`src/rtl/chirp_if.sv`:
```
// Handshake and data bundle between the pulse controller, the chirp sequencer and the DDS.
// The master side drives chirp parameters and control; the slave side (the sequencer) answers.
interface chirp_if #(
  parameter int PHASE_W = 32
);
  logic [127:0]        chirp_parameters_in;
  logic                chirp_init;
  logic                chirp_enable;
  logic                chirp_ready;
  logic                chirp_active;
  logic                chirp_done;
  logic                chirp_abort;
  logic [PHASE_W-1:0]  dds_phase_tdata;
  logic                dds_phase_tvalid;
  logic [31:0]         sample_index;

  modport master (
    output chirp_parameters_in, chirp_init, chirp_enable,
    input  chirp_ready, chirp_active, chirp_done, chirp_abort,
    input  dds_phase_tdata, dds_phase_tvalid, sample_index
  );

  modport slave (
    input  chirp_parameters_in, chirp_init, chirp_enable,
    output chirp_ready, chirp_active, chirp_done, chirp_abort,
    output dds_phase_tdata, dds_phase_tvalid, sample_index
  );
endinterface

```
`src/rtl/chirp_sequencer.sv`:
```
// Linear-FM chirp generator: one phase word per clock, freq stepping by tuning_coef each sample.
// First word two cycles after chirp_init; no backpressure on the DDS stream, enable drop aborts.
module chirp_sequencer #(
  parameter int PHASE_W      = 32,
  parameter int GUARD_CYCLES = 4
) (
  input  logic   aclk,
  input  logic   areset,
  chirp_if.slave bus
);

  localparam int GW = $clog2(GUARD_CYCLES + 1);
  localparam logic [GW-1:0] GUARD_INIT      = GW'(GUARD_CYCLES);
  localparam logic [GW-1:0] GUARD_POST_DONE = GW'(GUARD_CYCLES - 1);

  typedef enum logic [2:0] {
    S_GUARD = 3'd0,
    S_IDLE  = 3'd1,
    S_LOAD  = 3'd2,
    S_RUN   = 3'd3,
    S_DONE  = 3'd4
  } state_t;

  state_t              state;
  logic [GW-1:0]       guard_cnt;
  logic [PHASE_W-1:0]  freq_acc;
  logic [PHASE_W-1:0]  coef_sh;
  logic [31:0]         cmax_sh;

  logic                ready_q;
  logic                active_q;
  logic                done_q;
  logic                abort_q;
  logic [PHASE_W-1:0]  tdata_q;
  logic                tvalid_q;
  logic [31:0]         index_q;

  logic [31:0] freq_offset_f;
  logic [31:0] tuning_coef_f;
  logic [31:0] counter_max_f;
  logic [31:0] unused_bits;

  assign freq_offset_f = bus.chirp_parameters_in[95:64];
  assign tuning_coef_f = bus.chirp_parameters_in[63:32];
  assign counter_max_f = bus.chirp_parameters_in[31:0];
  assign unused_bits   = bus.chirp_parameters_in[127:96];

  always_ff @(posedge aclk or posedge areset) begin
    if (areset) begin
      state     <= S_GUARD;
      guard_cnt <= GUARD_INIT;
      freq_acc  <= '0;
      coef_sh   <= '0;
      cmax_sh   <= '0;
      ready_q   <= 1'b0;
      active_q  <= 1'b0;
      done_q    <= 1'b0;
      abort_q   <= 1'b0;
      tdata_q   <= '0;
      tvalid_q  <= 1'b0;
      index_q   <= '0;
    end else begin
      done_q  <= 1'b0;
      abort_q <= 1'b0;
      case (state)
        S_GUARD: begin
          if (guard_cnt <= GW'(1)) begin
            state   <= S_IDLE;
            ready_q <= 1'b1;
          end else begin
            guard_cnt <= guard_cnt - GW'(1);
          end
        end

        S_IDLE: begin
          if (bus.chirp_init && bus.chirp_enable) begin
            state    <= S_LOAD;
            ready_q  <= 1'b0;
            active_q <= 1'b1;
          end
        end

        S_LOAD: begin
          freq_acc <= PHASE_W'(freq_offset_f);
          coef_sh  <= PHASE_W'(tuning_coef_f);
          cmax_sh  <= counter_max_f;
          if (!bus.chirp_enable) begin
            state     <= S_GUARD;
            guard_cnt <= GUARD_INIT;
            active_q  <= 1'b0;
            abort_q   <= 1'b1;
          end else begin
            state    <= S_RUN;
            tvalid_q <= 1'b1;
            tdata_q  <= '0;
            index_q  <= '0;
          end
        end

        S_RUN: begin
          if (!bus.chirp_enable) begin
            state     <= S_GUARD;
            guard_cnt <= GUARD_INIT;
            active_q  <= 1'b0;
            abort_q   <= 1'b1;
            tvalid_q  <= 1'b0;
            tdata_q   <= '0;
            index_q   <= '0;
          end else if (index_q == cmax_sh) begin
            state    <= S_DONE;
            active_q <= 1'b0;
            done_q   <= 1'b1;
            tvalid_q <= 1'b0;
            tdata_q  <= '0;
            index_q  <= '0;
          end else begin
            // tdata holds phase_n; advance to phase_{n+1} = phase_n + freq_n
            tdata_q  <= tdata_q + freq_acc;
            freq_acc <= freq_acc + coef_sh;
            index_q  <= index_q + 32'd1;
          end
        end

        S_DONE: begin
          // The DONE cycle itself counts as the first dead cycle
          if (GUARD_CYCLES <= 1) begin
            state   <= S_IDLE;
            ready_q <= 1'b1;
          end else begin
            state     <= S_GUARD;
            guard_cnt <= GUARD_POST_DONE;
          end
        end

        default: begin
          state     <= S_GUARD;
          guard_cnt <= GUARD_INIT;
          ready_q   <= 1'b0;
          active_q  <= 1'b0;
          tvalid_q  <= 1'b0;
          tdata_q   <= '0;
          index_q   <= '0;
        end
      endcase
    end
  end

  assign bus.chirp_ready      = ready_q;
  assign bus.chirp_active     = active_q;
  assign bus.chirp_done       = done_q;
  assign bus.chirp_abort      = abort_q;
  assign bus.dds_phase_tdata  = tdata_q;
  assign bus.dds_phase_tvalid = tvalid_q;
  assign bus.sample_index     = index_q;

endmodule
```
`src/flat_wrapper.sv`:
```
// flat-port wrapper written by rule: the top's interface ports become plain ports
module chirp_sequencer_flat 
#(
  parameter int PHASE_W      = 32,
  parameter int GUARD_CYCLES = 4
)
  (aclk, areset, bus_chirp_parameters_in, bus_chirp_init, bus_chirp_enable, bus_chirp_ready, bus_chirp_active, bus_chirp_done, bus_chirp_abort, bus_dds_phase_tdata, bus_dds_phase_tvalid, bus_sample_index);
  chirp_if #(.PHASE_W(PHASE_W)) bus_i ();
  input  logic aclk;
  input  logic areset;
  input wire logic [$bits(bus_i.chirp_parameters_in)-1:0] bus_chirp_parameters_in;
  input wire logic [$bits(bus_i.chirp_init)-1:0] bus_chirp_init;
  input wire logic [$bits(bus_i.chirp_enable)-1:0] bus_chirp_enable;
  output wire logic [$bits(bus_i.chirp_ready)-1:0] bus_chirp_ready;
  output wire logic [$bits(bus_i.chirp_active)-1:0] bus_chirp_active;
  output wire logic [$bits(bus_i.chirp_done)-1:0] bus_chirp_done;
  output wire logic [$bits(bus_i.chirp_abort)-1:0] bus_chirp_abort;
  output wire logic [$bits(bus_i.dds_phase_tdata)-1:0] bus_dds_phase_tdata;
  output wire logic [$bits(bus_i.dds_phase_tvalid)-1:0] bus_dds_phase_tvalid;
  output wire logic [$bits(bus_i.sample_index)-1:0] bus_sample_index;
  assign bus_i.chirp_parameters_in = bus_chirp_parameters_in;
  assign bus_i.chirp_init = bus_chirp_init;
  assign bus_i.chirp_enable = bus_chirp_enable;
  assign bus_chirp_ready = bus_i.chirp_ready;
  assign bus_chirp_active = bus_i.chirp_active;
  assign bus_chirp_done = bus_i.chirp_done;
  assign bus_chirp_abort = bus_i.chirp_abort;
  assign bus_dds_phase_tdata = bus_i.dds_phase_tdata;
  assign bus_dds_phase_tvalid = bus_i.dds_phase_tvalid;
  assign bus_sample_index = bus_i.sample_index;
  chirp_sequencer #(.PHASE_W(PHASE_W), .GUARD_CYCLES(GUARD_CYCLES)) u_core (.aclk(aclk), .areset(areset), .bus(bus_i));
endmodule
```
`config.mk`:
```
export PLATFORM = sky130hd
export DESIGN_NAME = chirp_sequencer_flat
export DESIGN_NICKNAME = d
export VERILOG_FILES = /design/src/rtl/chirp_if.sv /design/src/rtl/chirp_sequencer.sv /design/src/flat_wrapper.sv
export SDC_FILE = /design/constraint.sdc
export NUM_CORES = 1
export LEC_CHECK = 0
export CAP_MARGIN = 20
export CORE_MARGIN = 2
export CORE_UTILIZATION = 40
export DETAILED_ROUTE_END_ITERATION = 16
export DONT_BUFFER_PORTS = 1
export GPL_TIMING_DRIVEN = 0
export SLEW_MARGIN = 25
export SYNTH_ARGS = -nofsm -noshare
export SYNTH_HDL_FRONTEND = slang
export SYNTH_SLANG_ARGS = --single-unit
```
`constraint.sdc`:
```
create_clock -name aclk -period 8.9 [get_ports aclk]
set_input_delay 0.89 -clock aclk [delete_from_list [all_inputs] [get_ports aclk]]
set_output_delay 0.89 -clock aclk [all_outputs]
set_load 0.01 [all_outputs]
```
==> impl_metrics.yaml, run 1 <==
sta:
  tightest_slew_ps: 897
  max-slew-margin-rel: 0.397
  rsz0062_at_grt: "no"
  slew_violations: 0
  min_period_ps: 3230
  fmax_ghz: 0.309
  final-setup-viol-count: 0
  finalClockSkew_ps: 26.1
  fin_ws_ps: 5670
  fin_crit_sh: 0.363
  setup_tns_ps: 0
  hold_viol: 0
clock_network:
  clockBufferDepth: 2
  cts_sinks: 171
  cts_resized: 0
  cts_setup_buffers: 0
  path_clk_slew_ps: 80
  cts_tree: "built"
  cts_made_buffers: 17
  cts_root_buffer: "clkbuf_16"
  worstSkewPairLatency_ps: 450
  h-tree-depth: 4
  cts_hold_buf: 0
worst_setup_path:
  worstRegToRegCells: 13
  r2r-end: "u_core.freq_acc[28]"
  crit_top_cell: "nand3_1"
  start_kind: "register"
  critPathKind: "reg -> reg"
  worstPathRequired_ps: 9180
  slowest_stage: "dfrtp_1"
  critPathCaptureType: "register"
  cp_max_fo: 4
  crit-reg2reg-launch: "u_core.freq_acc[0]"
  cp-startpoint: "u_core.freq_acc[0]"
  rrSetupSlack_ps: 5670
  crit_path_end: "u_core.freq_acc[28]"
  path_cells: "ha_1, inv_1, fa_1, nor2b_1, o2111ai_1, nand3_1, nand3_1, a21oi_1, o21a_1, a21oi_2, o21ai_1, mux2i_1, a211oi_1"
  critPathArrivalTime_ps: 3520
  cpPeakStageDelay_ps: 380
routing:
  vias: 8056
  drtIter0Drc: 409
  drc_errors: 0
  viasPerCell: 5.56
  antenna_left: 0
  routed_wl_um: 27800
  wl_per_cell_um: 19.2
  dr.pass1.iters: 5
global_routing:
  antenna_found_initial: 4
  first_global_vias: 7738
  gr-total-overflow: 0
  grt_max_degree: 98
  track_usage: 0.205
  grt_pass1_wl_um: 42400
logic_synthesis:
  ys.flop_type: "dfrtp_1"
  ys_seq_area_frac: 0.412
  yosysTopAreaCell: "dfrtp_1"
  yosys-top-cells-area: "dfrtp_1 41%, ha_1 7.8%, mux2_2 7.3%"
  synth_most_common_cell: "dfrtp_1"
  synth_edf_count: 0
  syn_area_um2: 10400
  synth_top_area_share: 0.409
  synthArstFlopShare: 1.00
  yosysUniqueCellTypes: 76
  syn_nets: 1276
  yosys_warnings: 0
  synth_area_per_cell_um2: 9.65
  ys_top_cells_by_count: "170 x dfrtp_1, 105 x nand2_1, 97 x nor2_1, 94 x a21oi_1, 76 x xor2_1"
  syn_inst: 1077
  ys_ff_latch: 171
cells_and_area:
  drive_gt1_frac: 0.123
  fin_cells: 1448
  areaGrowthSynthToFinish_pct: 10.5
  fin_area_um2: 11500
  fin_nets: 1296
  fill_cells: 2480
power:
  leakage_nw: 5.15
  ir_drop_v: 0.000208
  powerDensity_nw_per_um2: 406
placed_design:
  dpl_cell_area_um2: 10900
  dpl_worst_slack_ps: 5750
  gp_congestion: 0.860
  hpwl_um: 21200
  portBuffers: 0
  place_inst: 1413
floorplanning:
  row_count: 59
  die_w_um: 165
  die-area_um2: 27300
  initial_core_util: 0.404
  fp.coreArea_um2: 25800
  die_h_um: 165
  ios: 201
run:
  cap_violations: 0
worst_hold_path:
  hold_class: "in -> async"
outcome:
  status: "complete, no violations"
worst min-delay path by stage:
stage          slack [ps]                start                   to  cells after the start
2_1_floorplan         480  u_core.guard_cnt[1]  u_core.guard_cnt[1]                      1
3_3_place_gp          490  u_core.guard_cnt[1]  u_core.guard_cnt[1]                      1
3_5_place_dp          500  u_core.guard_cnt[1]  u_core.guard_cnt[1]                      1
4_1_cts               370               areset   u_core.coef_sh[10]                      1
5_1_grt               380               areset    u_core.coef_sh[1]                      1
6_report              360               areset    u_core.coef_sh[6]                      1
area by class of cell:
cell class                 instances  area (um2)  share of cell area
inverter                          23        93.8             0.00817
tap                              335         419              0.0365
antenna                            3        7.51            0.000653
buffer                            37         148              0.0128
multi-input combinational        846        5880               0.512
sequential                       171        4280               0.372
clock buffer                      17         425              0.0370
clock inverter                    15         209              0.0182
timing repair buffer               1        27.5             0.00240
registers in the layout, summed over array words and instances, names as in the netlist, 3 cells and up:
name                        cells
u_core.guard_cnt                3
u_core.bus.sample_index        32
u_core.freq_acc                32
u_core.cmax_sh                 32
u_core.state                    3
u_core.bus.dds_phase_tdata     32
u_core.coef_sh                 32
critical path, delay by kind of cell (launching register included):
family,cells,cell delay (ps)
AO/OA/AOI/OAI,6,1240
adder cells (fa/ha/maj),2,640
buffers and inverters,1,80
flip-flops,1,380
multiplexers,1,230
AND/OR/NAND/NOR,3,520
placed cells by master (no fill, tap or decap), types with 4 or more instances in the layout:
cell type  count
or2_2          6
mux2_2        67
clkinv_8       8
dfrtp_1      170
nand3_1       19
xor2_1        76
o21a_1        12
ha_1          65
or3_1         13
a21o_1        24
a21oi_1       94
a211oi_1       4
o21bai_1       6
nand2_1      105
a21oi_2        7
a31oi_1       14
nor3_1         9
buf_2          4
inv_1         21
and3_1        10
nand4_1       15
clkbuf_1      26
o21ai_0       60
nor2_1        97
o21ai_1       16
nor4_1        11
nand2b_1       7
xnor2_1       28
buf_1          4
mux2i_1        6
clkbuf_16     17
nor2b_1       11
inv_6          4
where the power goes:
group	total (mW)	switching, mW	internal [mW]
clock	0.781	0.392	0.389
sequential	1.40	0.322	1.08
combinational	2.48	1.35	1.13
total	4.66	2.06	2.60
stage by stage:
step / power, mW / utilization / hold WS [ps]
3_5_place_dp: 3.88 / 0.421 / 496
3_3_place_gp: 3.83 / 0.420 / 488
6_report: 4.66 / 0.446 / 361
5_1_grt: 5.05 / 0.446 / 384
4_1_cts: 4.69 / 0.446 / 373
2_1_floorplan: 3.35 / - / 481
layer usage:
layer / global-route usage / wire, um / vias up
met4: 0.0601 / 552 / 2
li1: - / - / 3903
met2: 0.334 / 13000 / 209
met5: 0 / 11 / -
met1: 0.260 / 12200 / 3909
met3: 0.0657 / 2020 / 33
cells by family (layout without fill, tap and decap cells):
logic type | Yosys count | count (layout) | synth area share
simple gates | 318 | 318 | 0.142
compound gates | 283 | 283 | 0.174
flops | 171 | 171 | 0.412
xor+xnor | 104 | 104 | 0.0876
mux | 74 | 74 | 0.0794
fa+ha+maj | 67 | 67 | 0.0821
buf+inv | 60 | 93 | 0.0225
other cells | 0 | 3 | 0
Note: power is estimated with default switching activity, not from simulation.
==> inputs of run 2 (changes only) <==
==> constraint.sdc (replaced) <==
create_clock -name aclk -period 2.9 [get_ports aclk]
set_input_delay 0.29 -clock aclk [delete_from_list [all_inputs] [get_ports aclk]]
set_output_delay 0.29 -clock aclk [all_outputs]
set_load 0.01 [all_outputs]
==> run 2 against run 1 <==
  * Final cell count up 6.6%
  * Fmax up 13%
  * Cell area up 12%
  * Hold slack worse by 340 ps
  * Via count up 4.8%
  * Critical path type unchanged
  * Sequential power rose to 3.1 times the previous value
  * Clock skew up 3.6 ps
  * Combinational power rose to 3.5 times the previous value
  * Die area unchanged
  * Sequential share of layout area down 3.9 points
  * Register-to-register slack worse by 5600 ps
  * Clock-buffer cell count unchanged
==> impl_metrics.yaml, run 2 (synthesis gave the netlist of run 1 again) <==
global_routing:
  track_usage: 0.213
  grt_max_degree: 32
  gr-total-overflow: 0
  antenna_found_initial: 1
  first_global_vias: 8250
  grt_pass1_wl_um: 44600
outcome:
  status: "complete, no violations"
power:
  pwr-share-seq: 0.284
  leakage_nw: 5.59
  intPower_mw: 8.67
  ir_drop_v: 0.000617
  clockPowerShare: 0.154
  p_comb_frac: 0.562
  swShare: 0.441
  p_sw_mw: 6.83
  powerDensity_nw_per_um2: 1200
placed_design:
  gp_congestion: 0.872
  hpwl_um: 21600
  portBuffers: 0
  dpl_worst_slack_ps: -273
floorplanning:
  initial_core_util: 0.404
  die_h_um: 165
  row_count: 59
  fp.coreArea_um2: 25800
  die-area_um2: 27300
  die_w_um: 165
  ios: 201
worst_setup_path:
  cpPeakStageDelay_ps: 480
  cpLargestDelayFamily: "compound AO/OA/AOI/OAI gates"
  path_buf_inv: 2
  cp-startpoint: "u_core.bus.dds_phase_tdata[0]"
  slowest_stage: "dfrtp_2"
  path_cells: "ha_4, inv_4, fa_2, nor2b_2, o31a_1, o311a_4, o211ai_4, a21oi_4, o32ai_4, buf_6, o21ai_2, xnor2_1, o21ai_1"
  worstPathRequired_ps: 3260
  crit-reg2reg-launch: "u_core.bus.dds_phase_tdata[0]"
  critPathCaptureType: "register"
  critPathArrivalTime_ps: 3220
  critPathKind: "reg -> reg"
  start_kind: "register"
  cp_max_fo: 3
sta:
  tightest_slew_ps: 791
  final-setup-viol-count: 0
  setup_tns_ps: 0
  slew_violations: 0
  min_period_ps: 2860
  rsz0062_at_grt: "yes"
  fin_crit_sh: 0.985
  fmax_ghz: 0.350
  fin_ws_ps: 43.0
  hold_viol: 0
  max-slew-margin-rel: 0.473
  finalClockSkew_ps: 29.6
clock_network:
  worstSkewPairLatency_ps: 460
  cts_made_buffers: 17
  cts_tree: "built"
  clockBufferDepth: 2
  path_clk_slew_ps: 70
  cts_sinks: 171
  cts_root_buffer: "clkbuf_16"
  h-tree-depth: 4
cells_and_area:
  multi_input_area_um2: 6300
  layout_commonest_cell: "dfrtp_1"
  areaGrowthSynthToFinish_pct: 23.9
  fill_cells: 2366
  final_cell_mix: "160 x dfrtp_1, 105 x nand2_1, 97 x nor2_1"
  fin_nets: 1392
  seq_area_um2: 4290
  drive_gt1_frac: 0.187
routing:
  vias: 8441
  viasPerCell: 5.47
  dr.pass1.iters: 5
  drtIter0Drc: 437
  antenna_left: 0
  drc_errors: 0
  wl_per_cell_um: 18.9
  routed_wl_um: 29100
run:
  cap_violations: 0
worst_hold_path:
  hold_class: "in -> reg"
  hold_start: "bus_chirp_parameters_in[94]"
run 2: cell count changes in the layout (fill, tap and decap cells not counted), moves of 5 or more:
cell / before / now
a21oi_1: 94 / 88
dfrtp_2: 0 / 10
buf_4: 0 / 19
clkbuf_1: 26 / 21
ha_1: 65 / 47
dfrtp_1: 170 / 160
ha_4: 0 / 15
dlygate4sd3_1: 0 / 72
run 2: routing by layer:
layer  global-route usage  share of wire
met5                    0              0
met2                0.353           0.48
met4               0.0640          0.017
met3               0.0552          0.065
met1                0.275           0.44
run 2: what timing repair did:
action / in CTS / in global routing
endpoints found under the setup margin: 57 / 64
hold buffers: 70 / 2
gates resized for setup: 35 / 48
setup buffers: 7 / 13
hold endpoints to repair: 87 / 2
pin swaps: 22 / 34
run 2: layout make-up:
cell class | count | area share
Inverter | 23 | 0.00719
Sequential cell | 171 | 0.333
Timing Repair Buffer | 98 | 0.0784
Buffer | 36 | 0.0118
Antenna cell | 2 | 0.000388
Clock inverter | 15 | 0.0146
Clock buffer | 17 | 0.0330
Multi-Input combinational cell | 846 | 0.489
Tap cell | 335 | 0.0325
run 2: power by group through the flow:
| stage | sequential, mW | clock (mW) | combinational, mW |
|---|---|---|---|
| global placement | 4.33 | 0 | 7.42 |
| finish | 4.40 | 2.39 | 8.71 |
| floorplan | 4.00 | 0 | 6.28 |
| CTS | 4.36 | 2.43 | 7.99 |
| global route | 4.54 | 2.52 | 9.65 |
| detailed placement | 4.35 | 0 | 7.56 |
run 2: metrics by stage:
stage / cells / utilization / hold WS (ps) / instance area [um2] / total power, mW
after detailed placement: 1418 / 0.425 / 227 / 11000 / 11.9
after global routing: 1542 / 0.500 / 16.8 / 12900 / 16.7
after global placement: 1412 / 0.420 / 427 / 10800 / 11.8
after floorplan: 1077 / - / 407 / 10400 / 10.3
after CTS: 1527 / 0.485 / 0.436 / 12500 / 14.8
final: 1543 / 0.500 / 21.9 / 12900 / 15.5
run 2: final timing paths:
| kind | to | slack (ps) | cells past startpoint |
|---|---|---|---|
| min | u_core.freq_acc[30] | 20 | 2 |
| min in group asynchronous | u_core.freq_acc[2] | 370 | 2 |
| max | u_core.bus.dds_phase_tdata[28] | 40 | 13 |
| max reg2reg | u_core.bus.dds_phase_tdata[28] | 40 | 13 |
| min reg2reg | u_core.guard_cnt[1] | 510 | 1 |
| max in group asynchronous | u_core.bus.sample_index[19] | 1790 | 4 |
